**src/rtl/imem_loader.sv**
```systemverilog
// Byte-stream loader for the beta instruction memory: parses a length-prefixed,
// XOR-checksummed frame into im write cycles and holds the CPU until the image verifies.
module imem_loader #(
    parameter int unsigned ADDR_WIDTH = 8,
    parameter int unsigned WORD_BYTES = 4
) (
    input  logic                  clk,
    input  logic                  RESET,
    input  logic                  start,
    input  logic [7:0]            byte_in,
    input  logic                  byte_valid,
    output logic                  byte_ready,
    output logic                  im_we,
    output logic [ADDR_WIDTH-1:0] im_waddr,
    output logic [31:0]           im_wdata,
    output logic                  cpu_hold,
    output logic                  done,
    output logic                  error,
    output logic [ADDR_WIDTH:0]   words_loaded
);

    localparam int unsigned BCW = $clog2(WORD_BYTES);
    localparam logic [BCW-1:0] LAST_BYTE = BCW'(WORD_BYTES - 1);
    localparam logic [16:0] CAPACITY = 17'(1) << ADDR_WIDTH;

    typedef enum logic [2:0] {
        IDLE,
        LEN_HI,
        LEN_LO,
        DATA,
        CHECK,
        DONE,
        ERR
    } state_t;

    state_t                state_q, state_d;
    logic [15:0]           len_q, len_d;
    logic [23:0]           word_q, word_d;
    logic [BCW-1:0]        bcnt_q, bcnt_d;
    logic [7:0]            chk_q, chk_d;
    logic                  we_q, we_d;
    logic [ADDR_WIDTH-1:0] waddr_q, waddr_d;
    logic [31:0]           wdata_q, wdata_d;
    logic [ADDR_WIDTH:0]   wl_q, wl_d;
    logic                  accept;
    logic [15:0]           n_full;

    always_ff @(posedge clk or negedge RESET) begin
        if (!RESET) begin
            state_q <= IDLE;
            len_q   <= '0;
            word_q  <= '0;
            bcnt_q  <= '0;
            chk_q   <= '0;
            we_q    <= 1'b0;
            waddr_q <= '0;
            wdata_q <= '0;
            wl_q    <= '0;
        end else begin
            state_q <= state_d;
            len_q   <= len_d;
            word_q  <= word_d;
            bcnt_q  <= bcnt_d;
            chk_q   <= chk_d;
            we_q    <= we_d;
            waddr_q <= waddr_d;
            wdata_q <= wdata_d;
            wl_q    <= wl_d;
        end
    end

    always_comb begin
        state_d = state_q;
        len_d   = len_q;
        word_d  = word_q;
        bcnt_d  = bcnt_q;
        chk_d   = chk_q;
        we_d    = 1'b0;
        waddr_d = waddr_q;
        wdata_d = wdata_q;
        wl_d    = wl_q;
        byte_ready = (state_q == LEN_HI) || (state_q == LEN_LO) ||
                     (state_q == DATA)   || (state_q == CHECK);
        accept  = byte_ready && byte_valid;
        n_full  = {len_q[15:8], byte_in};

        case (state_q)
            IDLE, DONE, ERR: begin
                if (start) begin
                    state_d = LEN_HI;
                    wl_d    = '0;
                    chk_d   = '0;
                    bcnt_d  = '0;
                end
            end
            LEN_HI: begin
                if (accept) begin
                    len_d[15:8] = byte_in;
                    state_d     = LEN_LO;
                end
            end
            LEN_LO: begin
                if (accept) begin
                    len_d[7:0] = byte_in;
                    bcnt_d     = '0;
                    if (n_full == 16'd0 || {1'b0, n_full} > CAPACITY) begin
                        state_d = ERR;
                    end else begin
                        state_d = DATA;
                    end
                end
            end
            DATA: begin
                if (accept) begin
                    word_d = {word_q[15:0], byte_in};
                    chk_d  = chk_q ^ byte_in;
                    bcnt_d = bcnt_q + BCW'(1);
                    // Write is registered so it lands the cycle after the last byte,
                    // with words_loaded advancing alongside it.
                    if (bcnt_q == LAST_BYTE) begin
                        bcnt_d  = '0;
                        we_d    = 1'b1;
                        waddr_d = wl_q[ADDR_WIDTH-1:0];
                        wdata_d = {word_q, byte_in};
                        wl_d    = wl_q + 1'b1;
                        if (17'(wl_q) + 17'd1 == {1'b0, len_q}) begin
                            state_d = CHECK;
                        end
                    end
                end
            end
            CHECK: begin
                if (accept) begin
                    state_d = (byte_in == chk_q) ? DONE : ERR;
                end
            end
            default: state_d = IDLE;
        endcase
    end

    assign im_we        = we_q;
    assign im_waddr     = waddr_q;
    assign im_wdata     = wdata_q;
    assign words_loaded = wl_q;
    assign done         = (state_q == DONE);
    assign error        = (state_q == ERR);
    assign cpu_hold     = (state_q != DONE);

endmodule

```
**config.mk**
```make
export PLATFORM = sky130hd
export DESIGN_NAME = imem_loader
export DESIGN_NICKNAME = d
export VERILOG_FILES = /design/src/rtl/imem_loader.sv
export SDC_FILE = /design/constraint.sdc
export NUM_CORES = 1
export LEC_CHECK = 0
export ABC_CLOCK_PERIOD_IN_PS = 6000
export BUFFER_PORTS_ARGS = -buffer_cell sky130_fd_sc_hd__buf_2
export CAP_MARGIN = 40
export CORE_MARGIN = 10
export CORE_UTILIZATION = 35
export DETAILED_ROUTE_END_ITERATION = 10
export MAX_ROUTING_LAYER = met4
export PLACE_DENSITY = 0.6
export SYNTH_ARGS = -nofsm -noshare
export SYNTH_HDL_FRONTEND = slang
export SYNTH_SLANG_ARGS = --single-unit
```
**constraint.sdc**
```tcl
create_clock -name clk -period 6 [get_ports clk]
set_input_delay 0.9 -clock clk [delete_from_list [all_inputs] [get_ports clk]]
set_output_delay 0.9 -clock clk [all_outputs]
set_load 0.02 [all_outputs]
```
After elaboration in Yosys (flattened, before gate mapping)
Cells that the tools add are included.
- reductions and logical operators: 18
- bitwise logic cells: 1
- add/subtract/negate cells: 3
- eq/ne operators: 17
- magnitude comparators: 1
- multiplexer cells: 25
- operator list (operator ; number):
    two-way mux 9 bit ; 3
    two-way mux 3 bit ; 8
    one-hot mux 9 bit (2 select lines) ; 1
    equality test 10 x 16 -> 1 bit ; 1
    greater-than comparator 16 x 9 -> 1 bit, second input constant ; 1
    zero test 16 bit ; 1
    two-way mux 8 bit ; 2
    one-hot mux 8 bit (2 select lines) ; 1
    one-hot mux 3 bit (5 select lines) ; 1
    adder 9 x 1 -> 10 bit, second input constant ; 1
    two-way mux 2 bit ; 5
    inequality test 2 bit, second input constant ; 5
    adder 9 x 1 -> 9 bit, second input constant ; 1
    equality test 3 bit, second input constant ; 3
    equality test 8 bit ; 1
    AND reduction 4 bit ; 2
    bitwise XOR 8 bit ; 1
    AND reduction 7 bit ; 1
    equality test 3 x 2 -> 1 bit, second input constant ; 2
    one-hot mux 2 bit (3 select lines) ; 1
    AND reduction 2 bit ; 3
    AND reduction 3 bit ; 2
    logical OR 1 bit ; 4
    inequality test 2 x 1 -> 1 bit, second input constant ; 2
    10 further kinds ; 12
- logic and storage cells: 75
- register bits after elaboration: 103

Logic depth before layout (Yosys ltp)
Gate-level depths: netlist of the first run.
- depth after elaboration: 7
- gate-level depth with buffers: 9
- gate-level depth less buffers: 7

Least setup slack after synthesis of the first run
No wires, ideal clock.
- path kind: input port to flip-flop
- from: input port byte_in[0]
- to: register state_q[2]
- arrival: 2197 ps
- required time: 5874 ps
- slack: 3677 ps
- cell stages on the path: 6
- library setup time: 126 ps
- path through: nor4_1 nand2_1 xnor2_1 o311ai_0 and2b_2 a221o_1
- cells in the longest elaborated chain, start to end: 5
- elaborated cells on any way between the ends: 6
- RTL lines (element ; line ; text):
    start: declaration ; 10 ; input logic [7:0] byte_in,
    greater-than comparator 16 x 9 -> 1 bit or zero test 16 bit (tied branches) ; 106 ; if (n_full == 16'd0 || {1'b0, n_full} > CAPACITY) begin
    logical OR 1 bit * ; 106 ;
    two-way mux 3 bit * ; 106 ;
    two-way mux 3 bit * ; 103 ; if (accept) begin
    one-hot mux 3 bit (5 select lines) * ; 87 ; case (state_q)
    end signal: assignment ; 60 ; state_q <= state_d;
    end: declaration ; 36 ; state_t state_q, state_d;
Every way passes the cells marked *; elsewhere a longest branch is shown, timed or not. The select of a mux whose other input is x is not followed.
A chain may end at the register's enable or synchronous reset.

Worst setup path in the final report of the first run
- from: register state_q[0]
- to: output port done
- cells in the longest elaborated chain, start to end: 1
- RTL lines (element ; line ; text):
    equality test 3 bit ; 145 ; assign done = (state_q == DONE);
    end: declaration ; 17 ; output logic done,
Every way passes these cells.

==> results.toml, run 1 <==
[worst_setup_path]
end_kind = "primary output"
startpoint_type = "flip-flop"
slowest_stage = "dfrtp_1"
cp_max_fo = 16
crit_type = "flip-flop to primary output"
crit_path_frequent_cell = "inv_1"
worstPathRequired_ns = 5.10
crit_arrival_ns = 1.65
max_stage_delay_ns = 0.63
crit_chain = "inv_1 > nor2_1 > nand2_1 > inv_1 > buf_2"

[timing]
rsz0062_at_grt = "false"
hold_viol_final = 0
setup_viol = 0
max_slew_margin_pct = 48.8
fin_crit_ns = 2.55
period_share_pct = 42.4
max_freq_mhz = 393
setup_ws_ns = 3.45
hold_ws_ns = 0.474
fin_skew_ns = 0.00597
finalMaxSlewViolations = 0
worstMarginPinSlew_ns = 0.768
tns_ns = 0

[floorplan]
die_x_um = 135
ioPinCount = 66
die_y_um = 135
initial_core_util_pct = 35.5
core_mm2 = 0.0131
num_rows = 42
dieArea_mm2 = 0.0184

[yosys]
synth_edf_count = 0
async_flop_share_pct = 100
synth.area.top_cells = "dfrtp_1 (55%), nand2_1 (13%), mux2_2 (8.0%), o21ai_0 (3.4%), xor2_1 (2.6%)"
yosys.area.top_type_share_pct = 55.2
netlist_instances = 468
ys_seq_area_share_pct = 55.2
synth_area_per_cell_um2 = 9.97
yosys_warnings = 0
synth_cell_type_count = 52
netlist_area_mm2 = 0.00467
ys_dominant_reg_cell = "dfrtp_1"
synth_most_common_cell = "nand2_1"
synth_common_cells = "nand2_1 (162), dfrtp_1 (103), mux2_2 (33)"
syn_nets = 482
synth_seq_cells = 103
synth_top_area_cell = "dfrtp_1"

[placed_design]
dp_hpwl_um = 7490
numPortBuffers = 65
gp_congestion = 0.844
place_ws_ns = 3.35

[cts]
cts_buffer_depth = 2
cts_tree = "done"
cts_sinks = 103
clkSlewWorstSetupHoldPaths_ns = 0.08
cts_setup_buffers = 0
numCtsBuffers = 9
root_buffer = "clkbuf_16"
cts_resized = 0
htree_levels = 3
clk_latency_ns = 0.34
hold_buffers = 0

[final_layout]
diodes = 0
layout-drive-gt1-share_pct = 24.8
syn2layout_area_growth_pct = 16.1
nets = 541

[route]
postRouteAntennaNets = 0
wl_per_cell_um = 15.4
drc = 0
wl_um = 10900
num_vias = 3532
first_iter_violations = 266
viasPerCell = 4.99
first_pass_iters = 4

[global_routing]
grt_first_pass_wirelength_um = 17900
grt_max_degree = 63
antenna_found_initial = 0
grt_pass1_vias = 3463
grt_overflow_total = 0
grt_usage_pct = 12.5

[power]
peakVddDrop_mv = 0.207
powerDensity_mw_per_mm2 = 404
power.leakage_nw = 2.85

[worst_hold_path]
hold_class = "flip-flop to flip-flop"

[outcome]
status = "complete, no violations"

[run]
maxCapViolations = 0
-- per-layer routing --
metal  track usage, %  part of all wire (%)  vias to the layer above
met5                -                     0                        -
met2             18.8                    47                       86
li1                 -                     -                     1686
met3             3.04                   5.3                       18
met4             4.61                   2.0                        0
met1             16.0                    46                     1742
-- power by group --
| part | internal, mW | switching (mW) | total [mW] |
|---|---|---|---|
| Clock | 0.292 | 0.277 | 0.568 |
| Combinational | 0.254 | 0.318 | 0.572 |
| Sequential | 0.882 | 0.170 | 1.05 |
| Total | 1.43 | 0.765 | 2.19 |
-- logic make-up (layout without fill, tap and decap cells) --
kind of cell,count (synthesis),after routing,share of synthesized area [%]
compound gates,63,63,8.77
xor+xnor,20,20,3.75
fa+ha+maj,2,2,0.536
buf+inv,27,91,3.46
flops,103,103,55.2
mux,33,33,7.96
simple gates,220,220,20.3
-- final timing paths --
path | from | endpoint | slack (ns) | depth (start not counted)
setup / recovery | state_q[0] | done | 3.45 | 5
hold / removal | im_wdata[17] | im_wdata[17] | 0.47 | 2
setup reg to reg | words_loaded[0] | state_q[1] | 3.65 | 7
hold reg to reg | im_wdata[17] | im_wdata[17] | 0.47 | 2
max in group asynchronous | RESET | chk_q[1] | 4.30 | 2
min in group asynchronous | RESET | im_wdata[4] | 0.53 | 1
-- placed cells by master, fill, tap and decap left out, types with 3 or more instances in the layout --
cell type and count:
nor2_1 19, and3_4 3, and3_1 5, xor2_1 14
inv_1 4, inv_6 3, nand3_1 7, nand2_1 162
a21oi_1 3, xnor2_1 6, clkbuf_16 9, mux2_2 33
o31ai_1 3, nor4_1 6, buf_4 5, a31oi_1 3
nand2b_1 4, buf_2 64, dfrtp_1 103, nor3b_1 3
o21ai_0 32
-- critical path, delay by kind of cell, from the launching register on --
kind	cells	cell delay [ns]
buffers and inverters	3	0.47
DFF	1	0.63
and+or+nand+nor	2	0.20
-- flip-flops by register name, summed over array words and instances, names as in the netlist --
name	cells
words_loaded	9
bcnt_q	2
state_q	3
im_we	1
im_wdata	32
len_q	16
im_waddr	8
word_q	24
chk_q	8
-- per-stage QoR --
stage / util, % / power, mW / std cells / area [µm²]
after floorplan: - / 1.47 / 468 / 4670
after global placement: 38.8 / 1.61 / 689 / 5090
after detailed placement: 39.0 / 1.64 / 692 / 5130
after CTS: 41.3 / 2.22 / 708 / 5420
after global routing: 41.3 / 2.35 / 708 / 5420
final: 41.3 / 2.19 / 708 / 5420
-- area by class of cell --
type                            count  area [µm²]
Multi-Input combinational cell    338        1930
Inverter                            4        15.0
Timing Repair Buffer               71         388
Sequential cell                   103        2580
Clock inverter                      7        66.3
Fill cell                        1326        7720
Tap cell                          176         220
Clock buffer                        9         225
Power figures use the tool's default switching activity.
==> run 2: changes to the inputs <==
--- a/config.mk
+++ b/config.mk
@@ -5,7 +5,7 @@
 export SDC_FILE = /design/constraint.sdc
 export NUM_CORES = 1
 export LEC_CHECK = 0
-export ABC_CLOCK_PERIOD_IN_PS = 6000
+export ABC_CLOCK_PERIOD_IN_PS = 2600
 export BUFFER_PORTS_ARGS = -buffer_cell sky130_fd_sc_hd__buf_2
 export CAP_MARGIN = 40
 export CORE_MARGIN = 10
==> constraint.sdc (replaced) <==
create_clock -name clk -period 2.6 [get_ports clk]
set_input_delay 0.39 -clock clk [delete_from_list [all_inputs] [get_ports clk]]
set_output_delay 0.39 -clock clk [all_outputs]
set_load 0.02 [all_outputs]
==> run 2 against run 1 <==
Net effect: die area is the same; count of clock-buffer cells in the layout grew 2; via count shrank 1.9%; register-to-register slack lost 3.4 ns; utilization shrank 0.057 points; global-route usage grew 0.33 points; first-iteration DRC count shrank 34%; critical path type is now flip-flop to flip-flop.
==> results.toml, run 2 (same netlist as run 1, synthesis figures left out) <==
[final_layout]
largest_reg_flops = 32
design_area_mm2 = 0.00541
syn2layout_area_growth_pct = 16.0
nFillCells = 1317
fin_util_pct = 41.2
layout-drive-gt1-share_pct = 24.4
final_common_cell = "nand2_1"
final_cell_mix = "nand2_1 (162), dfrtp_1 (103), buf_2 (64), mux2_2 (33), o21ai_0 (32)"
nets = 542

[floorplan]
dieArea_mm2 = 0.0184
die_x_um = 135
num_rows = 42
die_y_um = 135
initial_core_util_pct = 35.5
core_mm2 = 0.0131
ioPinCount = 66

[route]
first_iter_violations = 175
postRouteAntennaNets = 0
wl_um = 11000
wl_per_cell_um = 15.6
drc = 0
viasPerCell = 4.89
first_pass_iters = 4
num_vias = 3466

[cts]
cts_resized = 0
clkSlewWorstSetupHoldPaths_ns = 0.07
numCtsBuffers = 9
cts_buffer_depth = 2
root_buffer = "clkbuf_16"
cts_sinks = 103
htree_levels = 3
clk_latency_ns = 0.35
cts_setup_buffers = 0
cts_tree = "done"

[timing]
fin_crit_ns = 2.31
period_share_pct = 89.0
finalMaxSlewViolations = 0
setup_viol = 0
hold_ws_ns = 0.381
hold_viol_final = 0
max_slew_margin_pct = 57.7
worstMarginPinSlew_ns = 0.634
rsz0062_at_grt = "false"
tns_ns = 0
fin_skew_ns = 0.00833
max_freq_mhz = 432

[power]
power.leakage_nw = 2.84
powerDensity_mw_per_mm2 = 926
power_mw = 5.01
peakVddDrop_mv = 0.428

[placed_design]
numPortBuffers = 65
gp_congestion = 0.839
postPlaceCellArea_mm2 = 0.00513
dp_hpwl_um = 7540

[worst_setup_path]
startpoint_type = "flip-flop"
worstPathRequired_ns = 2.80
crit_type = "flip-flop to flip-flop"
crit_arrival_ns = 2.51
end_kind = "flip-flop"
cp_max_fo = 9

[global_routing]
grt_max_degree = 85
grt_usage_pct = 12.8
antenna_found_initial = 1
grt_first_pass_wirelength_um = 18200
grt_pass1_vias = 3541
grt_overflow_total = 0

[outcome]
status = "complete, no violations"

[run]
maxCapViolations = 0

[worst_hold_path]
hold_class = "primary input to flip-flop"
run 2: worst max-delay path: stages, from the launching register on:
cell and delay (ns):
dfrtp_1 0.48, ha_1 0.32, and3_4 0.23, and3_4 0.19, or3_1 0.31, a21o_1 0.19
a211oi_2 0.29, a41oi_1 0.16
run 2: timing repair:
action / 4_1_cts / 5_1_grt
hold buffers: 1 / 0
endpoints found under the setup margin: 0 / 0
hold endpoints to repair: 19 / 0
run 2: where the power goes:
part           leakage (nW)  internal [mW]  total (mW)  switching, mW
Combinational          1.34          0.584        1.31          0.724
Clock                 0.136          0.676        1.27          0.592
Sequential             1.37           2.04        2.44          0.402
Total                  2.84           3.30        5.01           1.72
run 2: cell type report:
type	instances	area (µm²)	share of cell area (%)
clock inverter	4	31.3	0.578
antenna	1	2.50	0.0462
inverter	4	15.0	0.277
tap	176	220	4.07
multi-input combinational	338	1930	35.6
timing repair buffer	72	395	7.30
clock buffer	11	243	4.48
sequential	103	2580	47.6
run 2: worst paths after layout:
path | startpoint | end | slack [ns] | cells past startpoint
worst max-delay path | words_loaded[0] | state_q[1] | 0.29 | 7
worst min-delay path | byte_in[2] | word_q[2] | 0.38 | 3
worst max register to register | words_loaded[0] | state_q[1] | 0.29 | 7
worst min register to register | im_wdata[28] | im_wdata[28] | 0.47 | 2
max in group asynchronous | RESET | word_q[16] | 1.41 | 3
min in group asynchronous | RESET | im_waddr[1] | 0.48 | 2
run 2: through the flow:
step                      worst slack [ns]  cells
after floorplan                      0.346    468
after global placement               0.423    692
after detailed placement             0.335    692
after CTS                            0.300    708
after global routing                 0.130    709
final                                0.287    709
run 2: layer usage:
| metal | global-route usage [%] | vias to the layer above | wire length (µm) |
|---|---|---|---|
| met5 | - | - | 0 |
| met4 | 3.95 | 0 | 142 |
| met3 | 3.67 | 10 | 612 |
| met2 | 19.6 | 81 | 5200 |
| met1 | 16.1 | 1687 | 5090 |
| li1 | - | 1688 | - |
==> run 3: changes to the inputs <==
--- a/config.mk
+++ b/config.mk
@@ -10,6 +10,7 @@
 export CAP_MARGIN = 40
 export CORE_MARGIN = 10
 export CORE_UTILIZATION = 35
+export CTS_BUF_LIST = sky130_fd_sc_hd__clkbuf_16
 export DETAILED_ROUTE_END_ITERATION = 10
 export MAX_ROUTING_LAYER = met4
 export PLACE_DENSITY = 0.6
==> run 3 against run 2 <==
Net effect: worst setup slack better by 0.015 ns; largest power group unchanged; wire length shrank 0.39%; clock skew about the same; combinational power barely moved; sequential power about the same; critical path type unchanged; worst hold slack lost 0.0053 ns; die area unchanged; count of clock-buffer cells in the layout fell by 2; sequential share of layout area rose by 0.088 points; non-clock buffer count is the same; total power is 0.73% lower; critical path depth stayed put.
==> results.toml, run 3 (same netlist as run 1, synthesis figures left out) <==
[outcome]
status = "complete, no violations"

[floorplan]
initial_core_util_pct = 35.5
num_rows = 42
ioPinCount = 66
die_x_um = 135
core_mm2 = 0.0131
dieArea_mm2 = 0.0184
die_y_um = 135

[global_routing]
grt_pass1_vias = 3551
grt_usage_pct = 12.8
grt_first_pass_wirelength_um = 18200
grt_overflow_total = 0
antenna_found_initial = 1
grt_max_degree = 85

[route]
num_vias = 3461
first_iter_violations = 174
drc = 0
wl_um = 11000
postRouteAntennaNets = 0
viasPerCell = 4.88
wl_per_cell_um = 15.5
first_pass_iters = 4

[power]
p_seq_share_pct = 48.9
switching_share_pct = 34.4
peakVddDrop_mv = 0.428
powerDensity_mw_per_mm2 = 921
power.leakage_nw = 2.84
internal-power_mw = 3.26
combinationalPowerShare_pct = 26.3
clockPowerShare_pct = 24.7
p_sw_mw = 1.71
power_mw = 4.98

[final_layout]
fin_util_pct = 41.1
final_common_cell = "nand2_1"
layout-drive-gt1-share_pct = 24.2
final_cell_mix = "nand2_1 (162), dfrtp_1 (103), buf_2 (64), mux2_2 (33), o21ai_0 (32)"
stdcell_count = 709
nFillCells = 1317
syn2layout_area_growth_pct = 15.8
largest_reg_flops = 32
design_area_mm2 = 0.00540
nets = 542

[worst_setup_path]
crit_arrival_ns = 2.50
end_kind = "flip-flop"
cp_max_fo = 9
crit_type = "flip-flop to flip-flop"
startpoint_type = "flip-flop"
r2r_slack_ns = 0.30
rr_worst_depth = 7
worstPathRequired_ns = 2.80

[run]
maxCapViolations = 0

[cts]
cts_sinks = 103
cts_buffer_depth = 2
htree_levels = 3
numCtsBuffers = 9
cts_resized = 0
root_buffer = "clkbuf_16"
cts_tree = "done"
clk_latency_ns = 0.35
clkSlewWorstSetupHoldPaths_ns = 0.07

[timing]
hold_ws_ns = 0.375
rsz0062_at_grt = "false"
worstMarginPinSlew_ns = 0.679
fin_skew_ns = 0.00810
hold_viol_final = 0
setup_viol = 0
fin_crit_ns = 2.30
tns_ns = 0
period_share_pct = 88.4
max_freq_mhz = 435
finalMaxSlewViolations = 0
setup_ws_ns = 0.302
max_slew_margin_pct = 54.6

[placed_design]
gp_congestion = 0.839
dp_cells = 692
dp_hpwl_um = 7540
postPlaceCellArea_mm2 = 0.00513
place_ws_ns = 0.335
numPortBuffers = 65

[worst_hold_path]
min_path_cells = 3
hold_class = "primary input to flip-flop"
run 3: changes by cell type in the layout (fill, tap and decap cells not counted), sizes merged:
cell	before	now
inv	5	6
clkinv	3	4
clkbuf	11	9
run 3: metal layers:
metal | global-route usage (%) | vias to the layer above | wire length, µm
met2 | 19.8 | 82 | 5220
met4 | 3.95 | 0 | 142
met1 | 15.9 | 1682 | 5020
met5 | - | - | 0
met3 | 3.67 | 10 | 621
li1 | - | 1687 | -
run 3: final timing paths:
check	from	end
setup / recovery	words_loaded[0]	state_q[1]
max in group asynchronous	RESET	word_q[21]
hold / removal	byte_in[7]	word_q[7]
min in group asynchronous	RESET	im_wdata[3]
setup reg to reg	words_loaded[0]	state_q[1]
hold reg to reg	im_wdata[28]	im_wdata[28]
run 3: power groups by stage:
stage               Sequential [mW]  Clock [mW]  Combinational, mW
finish                         2.44        1.23               1.31
detailed placement             2.46           0               1.32
global placement               2.44           0               1.28
floorplan                      2.34           0               1.06
CTS                            2.44        1.26               1.33
global route                   2.50        1.34               1.49
run 3: worst max-delay path: stages, from the launching register on:
cell and delay, ns:
dfrtp_1 0.47, ha_1 0.31, and3_4 0.22, and3_4 0.19, or3_1 0.31, a21o_1 0.19
a211oi_2 0.29, a41oi_1 0.16
run 3: area by class of cell:
cell class | count | area (µm²) | area share [%]
Sequential cell | 103 | 2580 | 47.7
Multi-Input combinational cell | 338 | 1930 | 35.7
Timing Repair Buffer | 72 | 395 | 7.32
Clock buffer | 9 | 225 | 4.17
Tap cell | 176 | 220 | 4.08
Clock inverter | 6 | 38.8 | 0.718
Inverter | 4 | 15.0 | 0.278
Antenna cell | 1 | 2.50 | 0.0463
run 3: timing repair:
| item | 4_1_cts | 5_1_grt |
|---|---|---|
| endpoints found under the hold margin | 19 | 0 |
| buffers inserted | 0 | 0 |
| hold buffers | 1 | 0 |
